==> src/rtl/uart_pkg.sv <==
// Shared types and defaults for the UART transmit feeder slice.
package uart_pkg;

   typedef enum logic [2:0] {
      IDLE,
      LAUNCH,
      WAIT_BUSY,
      WAIT_IDLE,
      GAP
   } txf_state_t;

   localparam int TXF_DEPTH_DEFAULT = 8;

endpackage

==> src/rtl/uart_byte_fifo.sv <==
// Byte FIFO for the tx feeder: storage, wrapping pointers, level, full/empty and sticky overflow.
module uart_byte_fifo
   import uart_pkg::*;
#(
   parameter int DEPTH  = TXF_DEPTH_DEFAULT,
   parameter int ADDR_W = $clog2(DEPTH)
) (
   input  logic              clock,
   input  logic              reinicio,
   input  logic              wr_en,
   input  logic [7:0]        wr_data,
   input  logic              rd_en,
   output logic [7:0]        rd_data,
   output logic              full,
   output logic              empty,
   output logic [ADDR_W:0]   level,
   output logic              overflow
);

   logic [7:0]        mem [DEPTH];
   logic [ADDR_W-1:0] wr_ptr;
   logic [ADDR_W-1:0] rd_ptr;
   logic              push;
   logic              pop;

   // full is taken from the pre-edge level, so a pop in the same cycle never rescues a push
   assign full    = (level == (ADDR_W+1)'(DEPTH));
   assign empty   = (level == '0);
   assign push    = wr_en && !full;
   assign pop     = rd_en && !empty;
   assign rd_data = mem[rd_ptr];

   always_ff @(posedge clock) begin
      if (push) mem[wr_ptr] <= wr_data;
   end

   always_ff @(posedge clock or posedge reinicio) begin
      if (reinicio) begin
         wr_ptr   <= '0;
         rd_ptr   <= '0;
         level    <= '0;
         overflow <= 1'b0;
      end else begin
         if (push) wr_ptr <= wr_ptr + ADDR_W'(1);
         if (pop)  rd_ptr <= rd_ptr + ADDR_W'(1);
         if (wr_en && full) overflow <= 1'b1;
         case ({push, pop})
            2'b10:   level <= level + (ADDR_W+1)'(1);
            2'b01:   level <= level - (ADDR_W+1)'(1);
            default: ;
         endcase
      end
   end

endmodule

==> src/rtl/uart_tx_feeder.sv <==
// Buffers bytes and launches them one frame at a time into the UART transmitter.
// Build option UART_TXF_GAP_EN adds GAP_CYCLES idle cycles after every frame.
//
// state     | meaning
// IDLE      | waiting for a stored byte and an idle transmitter; pops and launches
// LAUNCH    | tx_start high for this single cycle
// WAIT_BUSY | waiting for the transmitter to report ocupado
// WAIT_IDLE | frame in flight; waiting for ocupado to drop
// GAP       | inter-frame idle countdown (UART_TXF_GAP_EN builds only)
module uart_tx_feeder
   import uart_pkg::*;
#(
   parameter int DEPTH      = TXF_DEPTH_DEFAULT,
   parameter int ADDR_W     = $clog2(DEPTH),
   parameter int GAP_CYCLES = 2
) (
   input  logic              clock,
   input  logic              reinicio,
   input  logic              wr_en,
   input  logic [7:0]        wr_data,
   output logic              full,
   output logic              empty,
   output logic [ADDR_W:0]   level,
   output logic              overflow,
   output logic              tx_start,
   output logic [7:0]        tx_data,
   input  logic              tx_ocupado
);

`ifdef UART_TXF_GAP_EN
   localparam bit GAP_BUILT = 1'b1;
   localparam int GAP_W     = (GAP_CYCLES > 1) ? $clog2(GAP_CYCLES) : 1;
   logic [GAP_W-1:0] gap_cnt;
`else
   localparam bit GAP_BUILT = 1'b0;
`endif
   localparam bit GAP_ON = GAP_BUILT && (GAP_CYCLES > 0);

   txf_state_t state;
   logic       pop;
   logic [7:0] head;

   assign pop = (state == IDLE) && !empty && !tx_ocupado;

   uart_byte_fifo #(
      .DEPTH  (DEPTH),
      .ADDR_W (ADDR_W)
   ) u_fifo (
      .clock    (clock),
      .reinicio (reinicio),
      .wr_en    (wr_en),
      .wr_data  (wr_data),
      .rd_en    (pop),
      .rd_data  (head),
      .full     (full),
      .empty    (empty),
      .level    (level),
      .overflow (overflow)
   );

   always_ff @(posedge clock or posedge reinicio) begin
      if (reinicio) begin
         state    <= IDLE;
         tx_start <= 1'b0;
         tx_data  <= 8'h00;
`ifdef UART_TXF_GAP_EN
         gap_cnt  <= '0;
`endif
      end else begin
         case (state)
            IDLE: begin
               if (pop) begin
                  tx_data  <= head;
                  tx_start <= 1'b1;
                  state    <= LAUNCH;
               end
            end
            LAUNCH: begin
               tx_start <= 1'b0;
               state    <= WAIT_BUSY;
            end
            WAIT_BUSY: begin
               if (tx_ocupado) state <= WAIT_IDLE;
            end
            WAIT_IDLE: begin
               if (!tx_ocupado) begin
                  state <= GAP_ON ? GAP : IDLE;
`ifdef UART_TXF_GAP_EN
                  // loaded with N-1 so GAP lasts exactly GAP_CYCLES cycles
                  gap_cnt <= GAP_W'(GAP_CYCLES - 1);
`endif
               end
            end
`ifdef UART_TXF_GAP_EN
            GAP: begin
               if (gap_cnt == '0) state <= IDLE;
               else               gap_cnt <= gap_cnt - GAP_W'(1);
            end
`endif
            default: state <= IDLE;
         endcase
      end
   end

endmodule

==> config.mk <==
export PLATFORM = sky130hd
export DESIGN_NAME = uart_tx_feeder
export DESIGN_NICKNAME = d
export VERILOG_FILES = /design/src/rtl/uart_pkg.sv /design/src/rtl/uart_byte_fifo.sv /design/src/rtl/uart_tx_feeder.sv
export SDC_FILE = /design/constraint.sdc
export NUM_CORES = 1
export LEC_CHECK = 0
export ABC_AREA = 1
export CORE_UTILIZATION = 30
export CTS_CLUSTER_DIAMETER = 40
export DETAILED_ROUTE_END_ITERATION = 7
export HOLD_SLACK_MARGIN = 0.12
export SYNTH_ARGS = -nofsm -noshare
export SYNTH_HDL_FRONTEND = slang
export SYNTH_SLANG_ARGS = --single-unit
export TNS_END_PERCENT = 5
==> constraint.sdc <==
create_clock -name clock -period 3.85 [get_ports clock]
set_input_delay 0.385 -clock clock [delete_from_list [all_inputs] [get_ports clock]]
set_output_delay 0.385 -clock clock [all_outputs]
set_load 0.005 [all_outputs]
==> out/qor.csv, run 1 <==
metric;value;unit
outcome;complete, no violations;
min_period;2.34;ns
worst-path-buf-inv;2;
skew;0.00594;ns
wl_met1;3370;um
utilization;36.6;%
p_seq_share;40.1;%
synthCells;335;
place_congestion;0.799;
synth_nets;357;
htreeDepth;3;
synth_warnings;0;
path_cells;inv_1, ha_1, nand3_4, inv_2, ha_1, nor2_1, nor2_1, ha_1, a21oi_1, or2_2, a31oi_1;
drive_above_1_share;7.10;%
final_cell_mix;nor2_1 (78), edfxtp_1 (64), nand2_1 (45);
wl_met2;3660;um
hold-worst-slack;0.459;ns
clk_pin_slew;0.06;ns
overflow;0;
die_height;114;um
worstPathRequired;4.12;ns
pwr-share-comb;33.4;%
swShare;34.9;%
finalSetupViolCount;0;
port_buffers;27;
startpoint_type;flip-flop;
final_common_cell;nor2_1;
die_w;114;um
globalRouteTotalUtil;13.3;%
cp_common_cell;ha_1;
fin_area;4420;um^2
cpMaxStageDelayCell;dfrtp_1;
clkLatencyLatePin;0.34;ns
core;12100;um^2
cellLeakagePower;1.71;nW
finalHoldViolCount;0;
slowest_delay;0.43;ns
slew_headroom;38.5;%
via_count;2421;
cts.path.max_buffers;2;
netSwitchingPower;0.00120;W
drc_errors;0;
peakVddDrop;0.241;mV
num-nets-final;383;
cts_setup_buffers;0;
grt_max_degree;35;
wl;7550;um
dp_cells;518;
avgSynthCellArea;11.2;um^2
ios;28;
ys_ff_latch;86;
tritoncts;done;
slew_violations;0;
die_area;12900;um^2
avgViaCountPerCell;4.53;
num_antenna_cells;0;
reg2reg_depth;11;
first_pass_iters;4;
crit_path_end_kind;flip-flop;
power_density;781;nW/um^2
final_antenna_net_count;0;
fmax;0.428;GHz
wl_met3;367;um
hold_class;flip-flop to flip-flop;
hold_depth;1;
mappedNetlistArea;3740;um^2
placed_area;4100;um^2
grt_pass1_vias;2462;
clkSinkCount;86;
p_int;0.00225;W
ys_seq_area_share;66.1;%
fin_cells;534;
routed.top_layer;met4;
initial_core_util;31.0;%
wire_per_inst;14.1;um
critPathTopFamily;simple AND/OR/NAND/NOR gates;
setup-tns-final;0;ns
drtIter0Drc;200;
dp_hpwl;4860;um
crit_cells;11;
num_rows;40;
cts_made_buffers;9;
area_growth;18.1;%
root_buffer;clkbuf_16;
clkPwrFrac;26.5;%
worst_slew_pin_slew;0.920;ns
grt_pass1_wl;12700;um
antenna_found_initial;0;
crit_type;flip-flop to flip-flop;
cts_hold_buffers;0;
cap_violations;0;
ys_types;27;
cts_resized;0;
path_max_fanout;13;
rsz0062_at_grt;false;
fin_crit_sh;60.7;%
critPathArrivalTime;2.60;ns
[routing by layer]
metal	up-vias	track usage [%]
li1	1177	-
met4	0	5.88
met3	15	3.08
met5	-	0
met1	1168	16.4
met2	61	22.2
[power by group through the flow]
| stage | Clock (W) | Combinational [W] | Sequential [W] |
|---|---|---|---|
| 3_5_place_dp | 0 | 0.00115 | 0.00141 |
| 2_1_floorplan | 0 | 0.000882 | 0.00133 |
| 3_3_place_gp | 0 | 0.00113 | 0.00140 |
| 6_report | 0.000914 | 0.00115 | 0.00138 |
| 5_1_grt | 0.000965 | 0.00132 | 0.00142 |
| 4_1_cts | 0.000933 | 0.00116 | 0.00139 |
[final timing paths]
| path | startpoint | end | slack (ns) |
|---|---|---|---|
| hold reg to reg | u_fifo.overflow | u_fifo.overflow | 0.46 |
| setup / recovery | state[1] | u_fifo.level[2] | 1.51 |
| hold / removal | u_fifo.overflow | u_fifo.overflow | 0.46 |
| min in group asynchronous | reinicio | u_fifo.level[1] | 0.53 |
| max in group asynchronous | reinicio | u_fifo.wr_ptr[1] | 2.79 |
| setup reg to reg | state[1] | u_fifo.level[2] | 1.51 |
[logic make-up (layout without fill, tap and decap cells)]
group                      Yosys count  in the layout  share of synthesized area, %
AOI/OAI and AO/OA                   40             40                          5.46
xor gates and xnor gates             5              5                          1.37
adders and majority gates           10             10                          3.35
buffers and inverters               34             65                          5.56
DFF                                 86             86                          66.1
and+or+nand+nor                    160            160                          18.1
[sequential cells by signal, summed over array words and instances, names as in the netlist]
register and count:
u_fifo.wr_ptr 3, u_fifo.rd_ptr 3, u_fifo.mem 64, tx_start 1, tx_data 8, u_fifo.level 4
u_fifo.overflow 1, state 2
[stage by stage]
step | worst slack (ns) | power, W
after floorplan | 1.77 | 0.00221
after global placement | 1.41 | 0.00253
after detailed placement | 1.36 | 0.00256
after CTS | 1.49 | 0.00348
after global routing | 1.31 | 0.00371
final | 1.51 | 0.00345
[Yosys cell counts]
master,instances,area (um^2)
nand3_1,30,150
o21ai_0,32,160
nor2_4,1,11.3
or2_2,1,6.26
inv_1,18,67.6
ha_1,10,125
nand3_2,1,10.0
buf_2,2,10.0
a31oi_1,1,6.26
nor2_1,78,293
xor2_2,1,16.3
a21o_1,1,7.51
inv_2,2,7.51
buf_4,2,15.0
a21oi_1,2,10.0
o21ai_1,4,20.0
nand2_2,1,6.26
xor2_1,2,17.5
inv_4,1,6.26
dfrtp_1,22,551
edfxtp_1,64,1920
or2_4,1,8.76
nor2_2,1,6.26
buf_6,9,101
nand3_4,1,17.5
nand2_1,45,169
xnor2_1,2,17.5
[cell type report]
class / count / area [um^2]
fillers: 1183 / 7650
flip-flops and latches: 86 / 2470
multi-input cells: 215 / 1060
repair buffers: 28 / 278
clock buffers: 11 / 233
well taps: 168 / 210
clock inverters: 5 / 82.6
inverters: 21 / 81.3
Power figures use the tool's default switching activity.
==> inputs of run 2 (changes only) <==
- clock period: 3.85 -> 2.05 ns (I/O delays scaled with it)
==> run 2 against run 1 <==
Sequential share of layout area down 2.3 points; flip-flop and latch count stayed put; clock power grew 78%; critical path type unchanged; clock-buffer cell count shrank 2; global-route usage shrank 0.54 points; die area unchanged; routed wire length is 1.1% higher; critical path depth stayed put.
==> out/qor.csv, run 2 (synthesis gave the netlist of run 1 again) <==
metric;value;unit
peakVddDrop;0.538;mV
final_cell_mix;nor2_1 (77), edfxtp_1 (64), nand2_1 (45);
die_height;114;um
grt_pass1_wl;12400;um
place_congestion;0.821;
reg2reg_depth;11;
min_period;1.94;ns
hold-worst-slack;0.213;ns
finalHoldViolCount;0;
num-nets-final;408;
slew_headroom;65.5;%
clk_pin_slew;0.06;ns
grt_max_degree;34;
initial_core_util;31.0;%
critPathArrivalTime;2.19;ns
worst_slew_pin_slew;0.517;ns
timing.rr.start;state[1];
cpMaxStageDelayCell;dfrtp_2;
clkLatencyLatePin;0.33;ns
dp_hpwl;4980;um
total_power;0.00665;W
timing.rr.end;u_fifo.level[2];
slowest_delay;0.43;ns
num_rows;40;
crit_path_end_kind;flip-flop;
reg_top3;u_fifo.mem: 64 flops, tx_data: 8 flops, u_fifo.level: 4 flops;
setup-tns-final;0;ns
crit_type;flip-flop to flip-flop;
critPathTopFamily;simple AND/OR/NAND/NOR gates;
grt_pass1_vias;2482;
path_cells;inv_1, ha_4, nand3_4, inv_2, ha_1, nor2_1, nor2_2, ha_1, a21oi_1, or2_2, a31oi_1;
die_area;12900;um^2
core;12100;um^2
antenna_found_initial;0;
drtIter0Drc;169;
final_antenna_net_count;0;
largest_reg_flops;64;
area_growth;23.4;%
port_buffers;27;
startpoint_type;flip-flop;
htreeDepth;3;
final_common_cell;nor2_1;
wire_per_inst;13.6;um
num_antenna_cells;0;
clkSinkCount;86;
cellLeakagePower;1.83;nW
drc_errors;0;
drive_above_1_share;14.6;%
finalSetupViolCount;0;
wl;7630;um
hold_class;input pin to asynchronous set/reset pin;
slew_violations;0;
globalRouteTotalUtil;12.7;%
first_pass_iters;4;
via_count;2467;
path_max_fanout;5;
root_buffer;clkbuf_16;
tritoncts;done;
nFillCells;1181;
cts.path.max_buffers;2;
cap_violations;0;
reg2reg_slack;0.11;ns
worstPathRequired;2.31;ns
overflow;0;
die_w;114;um
avgViaCountPerCell;4.41;
cp_common_cell;ha_1;
power_density;1440;nW/um^2
outcome;complete, no violations;
ios;28;
top_register;u_fifo.mem;
fin_crit_sh;94.4;%
skew;0.00868;ns
worst-path-buf-inv;2;
cts_made_buffers;9;
fmax;0.517;GHz
## run 2: changes by cell type in the layout (fill, tap and decap cells not counted), sizes merged
| cell | delta |
|---|---|
| inv | +1 |
| buf | +25 |
| clkinv | +1 |
| clkinvlp | +1 |
| bufinv | -1 |
| clkbuf | -2 |
## run 2: where the power goes
part | internal (W) | total [W] | switching, W
Combinational | 0.00108 | 0.00250 | 0.00142
Sequential | 0.00229 | 0.00252 | 0.000235
Clock | 0.000958 | 0.00163 | 0.000672
## run 2: cell type report
cell class                 instances  area [um^2]  share of cell area, %
inverter                          21         81.3                   1.76
clock buffer                       9          225                   4.88
timing repair buffer              53          465                   10.1
sequential                        86         2470                   53.7
multi-input combinational        215         1070                   23.3
tap                              168          210                   4.56
clock inverter                     7         81.3                   1.76
## run 2: metal layers
metal | part of all wire [%] | track usage (%) | up-vias
met2 | 47 | 20.6 | 59
li1 | - | - | 1228
met4 | 1.5 | 4.74 | 0
met3 | 4.4 | 3.72 | 12
met1 | 47 | 16.2 | 1168
met5 | 0 | 0 | -
## run 2: worst max path at each step
stage / start / endpoint / slack [ns] / cells after the start
global route: state[1] / u_fifo.level[2] / -0.008 / 12
detailed placement: tx_ocupado / u_fifo.level[2] / 0.03 / 12
finish: state[1] / u_fifo.level[2] / 0.11 / 11
floorplan: state[0] / u_fifo.level[2] / 0.02 / 13
CTS: state[0] / u_fifo.level[2] / 0.006 / 12
global placement: tx_ocupado / u_fifo.level[2] / 0.06 / 12
## run 2: worst reg2reg max path, stage by stage (launching register included)
cell     delay, ns
dfrtp_2       0.43
inv_1         0.12
ha_4          0.17
nand3_4       0.08
inv_2         0.06
ha_1          0.20
nor2_1        0.07
nor2_2        0.13
ha_1          0.16
a21oi_1       0.05
or2_2         0.29
a31oi_1       0.12
## run 2: repair_timing
| item | 4_1_cts | 5_1_grt |
|---|---|---|
| resized for setup | 0 | 4 |
| endpoints found under the setup margin | 0 | 1 |
| hold buffers | 0 | 0 |
| setup buffers | 0 | 7 |
## run 2: per-stage QoR
stage | worst slack (ns) | instance area [um^2] | utilization, % | cells
finish | 0.114 | 4610 | 38.2 | 559
global route | -0.00812 | 4610 | 38.2 | 559
CTS | 0.00587 | 4540 | 37.7 | 552
detailed placement | 0.0268 | 4240 | 35.1 | 536
global placement | 0.0570 | 4240 | 35.1 | 536
floorplan | 0.0187 | 3740 | - | 335
